==> src/rtl/fpu_pkg.sv <==
// -----------------------------------------------------------------------------
// fpu_pkg
// Shared types and constants for the FPU element-product front end.
//   FPU_WIDTH    : IEEE-754 single-precision word width
//   fpu_word_t   : one single-precision word
//   seq_state_t  : sequencer FSM states
//   FP_ONE/FP_ZERO : handy single-precision constants
// -----------------------------------------------------------------------------
package fpu_pkg;

    localparam int FPU_WIDTH = 32;

    typedef logic [FPU_WIDTH-1:0] fpu_word_t;

    typedef enum logic [1:0] {
        IDLE     = 2'd0,
        ISSUE    = 2'd1,
        WAIT_RES = 2'd2,
        FINISH   = 2'd3
    } seq_state_t;

    localparam fpu_word_t FP_ONE  = 32'h3F80_0000;
    localparam fpu_word_t FP_ZERO = 32'h0000_0000;

endpackage

==> src/rtl/fpu_seq_buf.sv <==
// -----------------------------------------------------------------------------
// fpu_seq_buf
// DEPTH x WIDTH register file: one synchronous write port, one asynchronous
// read port, asynchronous active-low clear of every entry.
// Ports:
//   clk, rst_n      : clock, async active-low clear
//   we/waddr/wdata  : write port (addresses >= DEPTH are ignored)
//   raddr/rdata     : combinational read (addresses >= DEPTH read as zero)
// -----------------------------------------------------------------------------
module fpu_seq_buf
    import fpu_pkg::*;
#(
    parameter int  DEPTH = 4,
    parameter int  WIDTH = FPU_WIDTH,
    localparam int AW    = $clog2(DEPTH)
) (
    input  logic             clk,
    input  logic             rst_n,
    input  logic             we,
    input  logic [AW-1:0]    waddr,
    input  logic [WIDTH-1:0] wdata,
    input  logic [AW-1:0]    raddr,
    output logic [WIDTH-1:0] rdata
);

    logic [WIDTH-1:0] mem_q [DEPTH];

    // Address decode by explicit compare, so out-of-range addresses
    // (non power-of-two DEPTH) simply match no entry.
    always_ff @(posedge clk or negedge rst_n) begin
        if (!rst_n) begin
            for (int i = 0; i < DEPTH; i++) begin
                mem_q[i] <= '0;
            end
        end else if (we) begin
            for (int i = 0; i < DEPTH; i++) begin
                if (waddr == AW'(i)) begin
                    mem_q[i] <= wdata;
                end
            end
        end
    end

    always_comb begin
        rdata = '0;
        for (int i = 0; i < DEPTH; i++) begin
            if (raddr == AW'(i)) begin
                rdata = mem_q[i];
            end
        end
    end

endmodule

==> src/rtl/fpu_pair_sequencer.sv <==
// -----------------------------------------------------------------------------
// fpu_pair_sequencer
// Element-product front end: holds two VEC_LEN operand vectors, feeds the
// pairs a[i],b[i] one at a time into a non-pipelined FPU multiplier over its
// stb/ack handshakes, stores each product and pulses done at the end.
// Ports:
//   clk, rst                      : clock, async active-low reset
//   load_en/load_idx/load_a/load_b: operand write (IDLE only)
//   start, busy, done             : job control / status
//   rd_idx, rd_data               : combinational product read
//   fpu_input_a/b/stb, fpu_input_ack   : operand handshake to multiplier
//   fpu_output_z/stb, fpu_output_ack   : result handshake from multiplier
//   cycle_cnt (FPU_SEQ_CYCLE_CNT_EN only): busy-cycle count of last job
// Optional feature macro: FPU_SEQ_CYCLE_CNT_EN
// -----------------------------------------------------------------------------
module fpu_pair_sequencer
    import fpu_pkg::*;
#(
    parameter int  VEC_LEN    = 4,
    parameter int  DATA_WIDTH = FPU_WIDTH,
    localparam int IDX_W      = $clog2(VEC_LEN)
) (
    input  logic                  clk,
    input  logic                  rst,
    input  logic                  load_en,
    input  logic [IDX_W-1:0]      load_idx,
    input  logic [DATA_WIDTH-1:0] load_a,
    input  logic [DATA_WIDTH-1:0] load_b,
    input  logic                  start,
    output logic                  busy,
    output logic                  done,
    input  logic [IDX_W-1:0]      rd_idx,
    output logic [DATA_WIDTH-1:0] rd_data,
`ifdef FPU_SEQ_CYCLE_CNT_EN
    output logic [31:0]           cycle_cnt,
`endif
    output logic [DATA_WIDTH-1:0] fpu_input_a,
    output logic [DATA_WIDTH-1:0] fpu_input_b,
    output logic                  fpu_input_stb,
    input  logic                  fpu_input_ack,
    input  logic [DATA_WIDTH-1:0] fpu_output_z,
    input  logic                  fpu_output_stb,
    output logic                  fpu_output_ack
);

    localparam logic [IDX_W-1:0] LAST_IDX = IDX_W'(VEC_LEN - 1);

    seq_state_t            state_q, state_d;
    logic [IDX_W-1:0]      idx_q, idx_d;
    logic [DATA_WIDTH-1:0] a_q, a_d, b_q, b_d;

    logic                  load_we;
    logic                  prod_we;
    logic                  fwd_load0;
    logic [IDX_W-1:0]      op_raddr;
    logic [DATA_WIDTH-1:0] opa_rdata, opb_rdata;

    // Operands are writable only while idle, so they stay frozen during a job.
    assign load_we   = load_en && (state_q == IDLE);
    // A load to element 0 in the start cycle must reach the first issue.
    assign fwd_load0 = load_we && (load_idx == '0);

    // The operand read port looks ahead: element 0 while idle, the next
    // element while waiting for a result, so the issue registers can be
    // loaded on the same edge that leaves those states.
    assign op_raddr = (state_q == WAIT_RES) ? idx_q + IDX_W'(1) : '0;

    fpu_seq_buf #(.DEPTH(VEC_LEN), .WIDTH(DATA_WIDTH)) u_opa (
        .clk(clk), .rst_n(rst), .we(load_we), .waddr(load_idx), .wdata(load_a),
        .raddr(op_raddr), .rdata(opa_rdata)
    );

    fpu_seq_buf #(.DEPTH(VEC_LEN), .WIDTH(DATA_WIDTH)) u_opb (
        .clk(clk), .rst_n(rst), .we(load_we), .waddr(load_idx), .wdata(load_b),
        .raddr(op_raddr), .rdata(opb_rdata)
    );

    fpu_seq_buf #(.DEPTH(VEC_LEN), .WIDTH(DATA_WIDTH)) u_prod (
        .clk(clk), .rst_n(rst), .we(prod_we), .waddr(idx_q), .wdata(fpu_output_z),
        .raddr(rd_idx), .rdata(rd_data)
    );

    always_ff @(posedge clk or negedge rst) begin
        if (!rst) begin
            state_q <= IDLE;
            idx_q   <= '0;
            a_q     <= '0;
            b_q     <= '0;
        end else begin
            state_q <= state_d;
            idx_q   <= idx_d;
            a_q     <= a_d;
            b_q     <= b_d;
        end
    end

    always_comb begin
        state_d = state_q;
        idx_d   = idx_q;
        a_d     = a_q;
        b_d     = b_q;
        prod_we = 1'b0;
        unique case (state_q)
            IDLE: begin
                if (start) begin
                    state_d = ISSUE;
                    idx_d   = '0;
                    a_d     = fwd_load0 ? load_a : opa_rdata;
                    b_d     = fwd_load0 ? load_b : opb_rdata;
                end
            end
            ISSUE: begin
                if (fpu_input_ack) begin
                    state_d = WAIT_RES;
                end
            end
            WAIT_RES: begin
                if (fpu_output_stb) begin
                    prod_we = 1'b1;
                    if (idx_q == LAST_IDX) begin
                        state_d = FINISH;
                    end else begin
                        state_d = ISSUE;
                        idx_d   = idx_q + IDX_W'(1);
                        a_d     = opa_rdata;
                        b_d     = opb_rdata;
                    end
                end
            end
            FINISH: begin
                state_d = IDLE;
            end
            default: begin
                state_d = IDLE;
            end
        endcase
    end

    assign busy           = (state_q == ISSUE) || (state_q == WAIT_RES);
    assign done           = (state_q == FINISH);
    assign fpu_input_stb  = (state_q == ISSUE);
    assign fpu_output_ack = (state_q == WAIT_RES);
    assign fpu_input_a    = a_q;
    assign fpu_input_b    = b_q;

`ifdef FPU_SEQ_CYCLE_CNT_EN
    logic [31:0] cnt_q;

    always_ff @(posedge clk or negedge rst) begin
        if (!rst) begin
            cnt_q <= '0;
        end else if (start && (state_q == IDLE)) begin
            cnt_q <= '0;
        end else if (busy && (cnt_q != 32'hFFFF_FFFF)) begin
            cnt_q <= cnt_q + 32'd1;
        end
    end

    assign cycle_cnt = cnt_q;
`endif

endmodule

==> config.mk <==
export PLATFORM = sky130hd
export DESIGN_NAME = fpu_pair_sequencer
export DESIGN_NICKNAME = d
export VERILOG_FILES = /design/src/rtl/fpu_pkg.sv /design/src/rtl/fpu_seq_buf.sv /design/src/rtl/fpu_pair_sequencer.sv
export SDC_FILE = /design/constraint.sdc
export NUM_CORES = 1
export LEC_CHECK = 0
export ABC_CLOCK_PERIOD_IN_PS = 5150
export CAP_MARGIN = 20
export CORE_MARGIN = 2
export CORE_UTILIZATION = 50
export DETAILED_ROUTE_END_ITERATION = 6
export GPL_TIMING_DRIVEN = 0
export PLACE_DENSITY = 0.71
export SLEW_MARGIN = 20
export SYNTH_ARGS = -nofsm -noshare
export SYNTH_HDL_FRONTEND = slang
export SYNTH_SLANG_ARGS = --single-unit
==> constraint.sdc <==
create_clock -name clk -period 5.15 [get_ports clk]
set_input_delay 1.545 -clock clk [delete_from_list [all_inputs] [get_ports clk]]
set_output_delay 1.545 -clock clk [all_outputs]
set_load 0.05 [all_outputs]
==> impl_metrics.yaml, run 1 <==
synth:
  postSynthRegisterBits: 452
  mean_instance_size_in_the_synthesized_netlist_um2: 14.4
  syn-cell-area_um2: 20100
  ys_warn_count: 0
  yosys.cell_count.top_type: "dfrtp_1"
  synth_fp_nets: 1504
  synth_sequential_area_ratio_pct: 56.4
  synth_async_sr_flop_share_pct: 100
  post_syn_instances: 1389
  top_cells_by_instance_count_after_synthesis: "dfrtp_1, mux2_2, nand2_1"
  netlist.top_cell.by_area: "dfrtp_1"
  ys_types: 33
  yosys_most_used_dff: "dfrtp_1"
  synth_top_area_share_pct: 56.4
  top_post_synthesis_cells_by_area: "dfrtp_1, mux2_2, mux4_2"
  synth_edf_count: 0
critical_path:
  timing.setup.critical_path_class: "primary input to output port"
  worst-endpoint-arrival_ns: 3.53
  critical_path.endpoint_type: "output port"
  timing.critical_path.depth: 4
  path_max_fanout: 10
  crit_path_buffers_inverters: 3
  critical_path.max_stage_delay_ns: 0.71
  cp_cell_sequence: "clkdlybuf4s50_1, clkbuf_2, mux4_2, clkdlybuf4s50_1"
  critical_path.top_delay_family: "buffers and inverters"
  r2r_start: "idx_q[0]"
  r2r.worst_path.cells: 10
  cp-start-kind: "primary input"
  cp_slowest_cell: "clkdlybuf4s50_1"
  critical_path.reg2reg.endpoint: "fpu_input_b[24]"
  worst_ep_required_time_ns: 3.61
  reg2reg_setup_slack_ns: 1.31
  timing.critical_path.mode_cell: "clkdlybuf4s50_1"
timing:
  timing.hold.ws_ns: 0.496
  relSlewSlack_pct: 39.7
  period_needed_ns: 5.07
  finalHoldViolCount: 0
  clock-skew-final_ns: 0.0174
  rsz0062_at_grt: "no"
  final-max-slew-violation-count: 0
  final.period_utilization_pct: 98.5
  final_setup_violation_count: 0
  tightest_slew_ns: 0.901
  fmax_ghz: 0.197
global_routing:
  global_route.peak_usage_layer: "met2"
  grt-ovfl-total: 0
  vias_in_the_first_global_route: 13400
  globalRouteTotalUtil_pct: 23.4
  grt_start_max_net_pins: 101
  antenna_found_initial: 6
  met2_usage_grt_pct: 37.9
  gr-usage-met1_pct: 32.1
  grt_use_met3_pct: 4.50
  grt_first_pass_wirelength_mm: 75.3
route:
  drt_first_iter_violations: 631
  average_vias_per_placed_instance: 5.61
  drt_first_pass_iters: 5
  route.detailed.drc: 0
  postRouteWirelength_mm: 47.9
  antenna_left: 0
  routedWlPerCell_um: 21.7
  via_count: 12400
floorplanning:
  dieArea_um2: 41700
  io-pin-count: 206
  fp-row-count: 73
  die_y_um: 204
  core_area_um2: 39600
  die_w_um: 204
  start_util_pct: 50.6
min_path:
  holdCritPathClass: "register to register"
  hold_path_end: "u_opa.mem_q[86]"
  timing.hold.worst.start: "u_opa.mem_q[86]"
  holdPathStages: 1
cells_and_area:
  final-instance-count-excl-fill: 2211
  post_route_cells_drive_above_1_share_pct: 35.0
  nets: 1762
  final_design_area_no_fill_um2: 24500
  area_growth_pct: 22.3
job:
  timing.max_cap.violations: 0
cts:
  tritoncts_clock_tree: "yes"
  cts.htree.levels: 2
  clk_path_buf_depth: 3
  clock_tree.root_cell: "clkbuf_16"
  insertion_delay_ns: 0.56
  cts_buffers: 47
  post_cts_buffers: 0
  clkSinkCount: 452
  path_clk_slew_ns: 0.06
outcome:
  result_of_the_run: "finished clean"
placement:
  place_area_um2: 22900
  gpl.final_weighted_congestion: 0.822
  place.port_buffers: 204
  dp.final_hpwl_mm: 32.2
  numPlacedInstances: 2123
pwr:
  max-vdd-ir-drop_v: 0.000461
  report.power.total_mw: 16.8
  power.density_nw_per_um2: 685
  cellLeakagePower_nw: 11.0
## worst max-delay path by stage
| stage | startpoint | endpoint | slack, ns |
|---|---|---|---|
| 2_1_floorplan | rd_idx[0] | rd_data[0] | 0.85 |
| 3_3_place_gp | rst | fpu_input_a[17] | -17.20 |
| 3_5_place_dp | rd_idx[1] | rd_data[0] | -0.32 |
| 4_1_cts | rd_idx[1] | rd_data[9] | 0.007 |
| 5_1_grt | rd_idx[1] | rd_data[22] | 0.0009 |
| 6_report | rd_idx[1] | rd_data[22] | 0.08 |
## what timing repair did
action | CTS | global route
setup endpoints to repair | 30 | 26
hold buffers | 0 | 0
gates resized for setup | 3 | 26
## cell families after synthesis
kind of cell             count (synthesis)  synth area share [%]
AO/OA/AOI/OAI                          134                  3.98
adder cells (fa/ha/maj)                  9                 0.561
buffers and inverters                  103                  2.63
flip-flops                             452                  56.4
multiplexers                           483                  31.7
AND/OR/NAND/NOR                        208                  4.69
## routing by layer
layer	share of wire, %	up-vias	wire (um)
li1	-	5576	-
met1	44	6440	21100
met2	48	312	22900
met3	5.4	74	2600
met4	2.8	2	1330
met5	0.025	-	12
## placed cells by master, fill, tap and decap left out, types with 2 or more instances in the layout
cell type | netlist | layout
a211oi_1 | 22 | 22
a21oi_1 | 65 | 65
a31oi_1 | 21 | 21
buf_1 | 6 | 5
buf_16 | 0 | 5
buf_2 | 52 | 53
buf_4 | 3 | 3
buf_6 | 6 | 6
bufinv_16 | 0 | 4
clkbuf_1 | 28 | 36
clkbuf_16 | 0 | 47
clkbuf_2 | 0 | 2
clkbuf_8 | 2 | 13
clkdlybuf4s50_1 | 0 | 177
clkinv_2 | 0 | 9
clkinvlp_4 | 0 | 2
dfrtp_1 | 452 | 452
diode_2 | 0 | 4
dlymetal6s2s_1 | 0 | 26
ha_1 | 9 | 9
inv_1 | 6 | 6
mux2_2 | 326 | 326
mux2_4 | 37 | 37
mux2i_1 | 45 | 45
mux4_2 | 75 | 75
nand2_1 | 84 | 84
nand2b_1 | 5 | 5
nand3_1 | 4 | 4
nand4b_1 | 2 | 2
nor2_1 | 66 | 66
nor2b_1 | 21 | 21
o22ai_1 | 22 | 22
or3_1 | 21 | 21
## power by group
group	leakage (nW)	switching [mW]	total (mW)	internal [mW]
Clock	0.767	1.38	3.42	2.04
Combinational	4.67	3.87	7.25	3.38
Sequential	5.55	0.879	6.14	5.26
Total	11.0	6.13	16.8	10.7
## area by class of cell
cell class                      instances  area (um2)
Inverter                                6        22.5
Timing Repair Buffer                  209        2250
Tap cell                              525         657
Clock buffer                           68        1370
Multi-Input combinational cell        834        8220
Buffer                                 97         509
Antenna cell                            4        10.0
Clock inverter                         16         189
Fill cell                            3075       15100
Sequential cell                       452       11300
## state kept, by name, indices dropped and copies added (netlist names)
register and cells:
idx_q 2, fpu_input_b 32, u_opb.mem_q 128, u_opa.mem_q 128, fpu_input_a 32, state_q 2, u_prod.mem_q 128
## worst reg2reg max path: cells and delay by family (launching register included)
kind | cells | cell delay [ns]
AOI/OAI and AO/OA | 1 | 0.10
adders and majority gates | 1 | 0.33
buffers and inverters | 6 | 2.10
DFF | 1 | 0.39
muxes | 2 | 0.78
## through the flow
step	TNS (ns)	util (%)	setup WS, ns
finish	0	61.9	0.0775
global route	0	61.9	0.000950
CTS	0	61.7	0.00747
detailed placement	-7.82	57.8	-0.321
global placement	-7753.87	57.4	-17.20
floorplan	0	-	0.848
Power figures use the tool's default switching activity.
==> run 2, diff against run 1 <==
--- a/config.mk
+++ b/config.mk
@@ -5,10 +5,11 @@
 export SDC_FILE = /design/constraint.sdc
 export NUM_CORES = 1
 export LEC_CHECK = 0
-export ABC_CLOCK_PERIOD_IN_PS = 5150
+export ABC_CLOCK_PERIOD_IN_PS = 5550
 export CAP_MARGIN = 20
 export CORE_MARGIN = 2
 export CORE_UTILIZATION = 50
+export CTS_BUF_LIST = sky130_fd_sc_hd__clkbuf_16
 export DETAILED_ROUTE_END_ITERATION = 6
 export GPL_TIMING_DRIVEN = 0
 export PLACE_DENSITY = 0.71
==> constraint.sdc (replaced) <==
create_clock -name clk -period 5.55 [get_ports clk]
set_input_delay 1.665 -clock clk [delete_from_list [all_inputs] [get_ports clk]]
set_output_delay 1.665 -clock clk [all_outputs]
set_load 0.05 [all_outputs]
==> impl_metrics.yaml, run 2 (synthesized netlist as in run 1, its figures left out) <==
cts:
  cts.htree.levels: 2
  tritoncts_clock_tree: "yes"
  post_cts_hold_fix_bufs: 0
  cts_buffers: 47
  path_clk_slew_ns: 0.06
  clock_tree.root_cell: "clkbuf_16"
  clkSinkCount: 452
  insertion_delay_ns: 0.57
  clk_path_buf_depth: 3
route:
  antenna_left: 0
  drt_first_iter_violations: 701
  postRouteWirelength_mm: 47.8
  route.detailed.drc: 0
  routedWlPerCell_um: 21.6
  drt_first_pass_iters: 5
  via_count: 12400
  average_vias_per_placed_instance: 5.63
critical_path:
  cp_slowest_cell: "clkdlybuf4s50_1"
  timing.setup.critical_path_class: "primary input to output port"
  timing.critical_path.mode_cell: "clkdlybuf4s50_1"
  reg2reg_setup_slack_ns: 1.68
  path_max_fanout: 10
  worst_ep_required_time_ns: 3.88
  critical_path.max_stage_delay_ns: 0.74
  crit_path_buffers_inverters: 3
  cp-start-kind: "primary input"
  worst-endpoint-arrival_ns: 3.71
  critical_path.endpoint_type: "output port"
  cp_cell_sequence: "clkdlybuf4s50_1, clkbuf_2, mux4_2, clkdlybuf4s50_1"
  critical_path.top_delay_family: "buffers and inverters"
global_routing:
  grt-ovfl-total: 0
  globalRouteTotalUtil_pct: 23.4
  grt_start_max_net_pins: 101
  antenna_found_initial: 5
  vias_in_the_first_global_route: 13400
  grt_first_pass_wirelength_mm: 75.0
cells_and_area:
  layout_top_registers: "u_opa.mem_q x128, u_opb.mem_q x128, u_prod.mem_q x128"
  final-instance-count-excl-fill: 2209
  post_route_cells_drive_above_1_share_pct: 34.3
  area_growth_pct: 21.4
  nets: 1762
  layout.cells.most_common_list: "dfrtp_1, mux2_2, clkdlybuf4s50_1"
  layout_commonest_cell: "dfrtp_1"
pwr:
  power.density_nw_per_um2: 634
  max-vdd-ir-drop_v: 0.000434
  cellLeakagePower_nw: 10.6
  report.power.total_mw: 15.4
floorplanning:
  start_util_pct: 50.6
  core_area_um2: 39600
  fp-row-count: 73
  die_w_um: 204
  die_y_um: 204
  dieArea_um2: 41700
  io-pin-count: 206
timing:
  final.period_utilization_pct: 96.8
  post-route-worst-setup-slack_ns: 0.176
  rsz0062_at_grt: "no"
  fmax_ghz: 0.186
  timing.hold.ws_ns: 0.496
  tightest_slew_ns: 0.899
  finalHoldViolCount: 0
  relSlewSlack_pct: 39.9
  clock-skew-final_ns: 0.0230
  final_setup_violation_count: 0
  period_needed_ns: 5.37
  final-max-slew-violation-count: 0
  setup-tns-final_ns: 0
placement:
  gpl.final_weighted_congestion: 0.822
  numPlacedInstances: 2123
  place.port_buffers: 204
  dp.final_hpwl_mm: 32.2
  pre_cts_slack_ns: -0.161
min_path:
  holdCritPathClass: "register to register"
outcome:
  result_of_the_run: "finished clean"
job:
  timing.max_cap.violations: 0
run 2: layout make-up:
class / count / area, um2
timing repair buffer: 209 / 2180
sequential: 452 / 11300
clock inverter: 37 / 268
multi-input combinational: 834 / 8220
buffer: 97 / 509
fill: 3102 / 15300
tap: 525 / 657
inverter: 6 / 22.5
clock buffer: 47 / 1180
antenna: 2 / 5.00
run 2: stage by stage:
stage	util [%]	area (um2)
finish	61.4	24400
floorplan	-	20100
global placement	57.4	22800
CTS	61.4	24300
global route	61.4	24300
detailed placement	57.8	22900
run 2: final timing paths:
path,startpoint,to,depth (start not counted)
setup reg to reg,idx_q[0],fpu_input_b[24],10
max in group asynchronous,rst,u_opa.mem_q[109],3
min in group asynchronous,rst,u_opb.mem_q[115],1
hold reg to reg,u_opa.mem_q[86],u_opa.mem_q[86],1
hold / removal,u_opa.mem_q[86],u_opa.mem_q[86],1
setup / recovery,rd_idx[1],rd_data[8],4
run 2: routing by layer:
metal	vias up	track usage [%]	part of all wire (%)
met3	74	4.32	5.1
met1	6475	32.1	44
met4	2	7.32	2.7
met2	323	37.9	48
met5	-	0	0.025
li1	5573	-	-
run 2: power by group:
group	leakage, nW	internal (mW)	switching (mW)
combinational	4.31	3.14	3.59
sequential	5.55	4.88	0.815
clock	0.746	1.72	1.29
total	10.6	9.74	5.69
run 2: what timing repair did:
action | 4_1_cts | 5_1_grt
gates resized for setup | 3 | 0
setup buffers | 0 | 0
endpoints found under the setup margin | 30 | 0
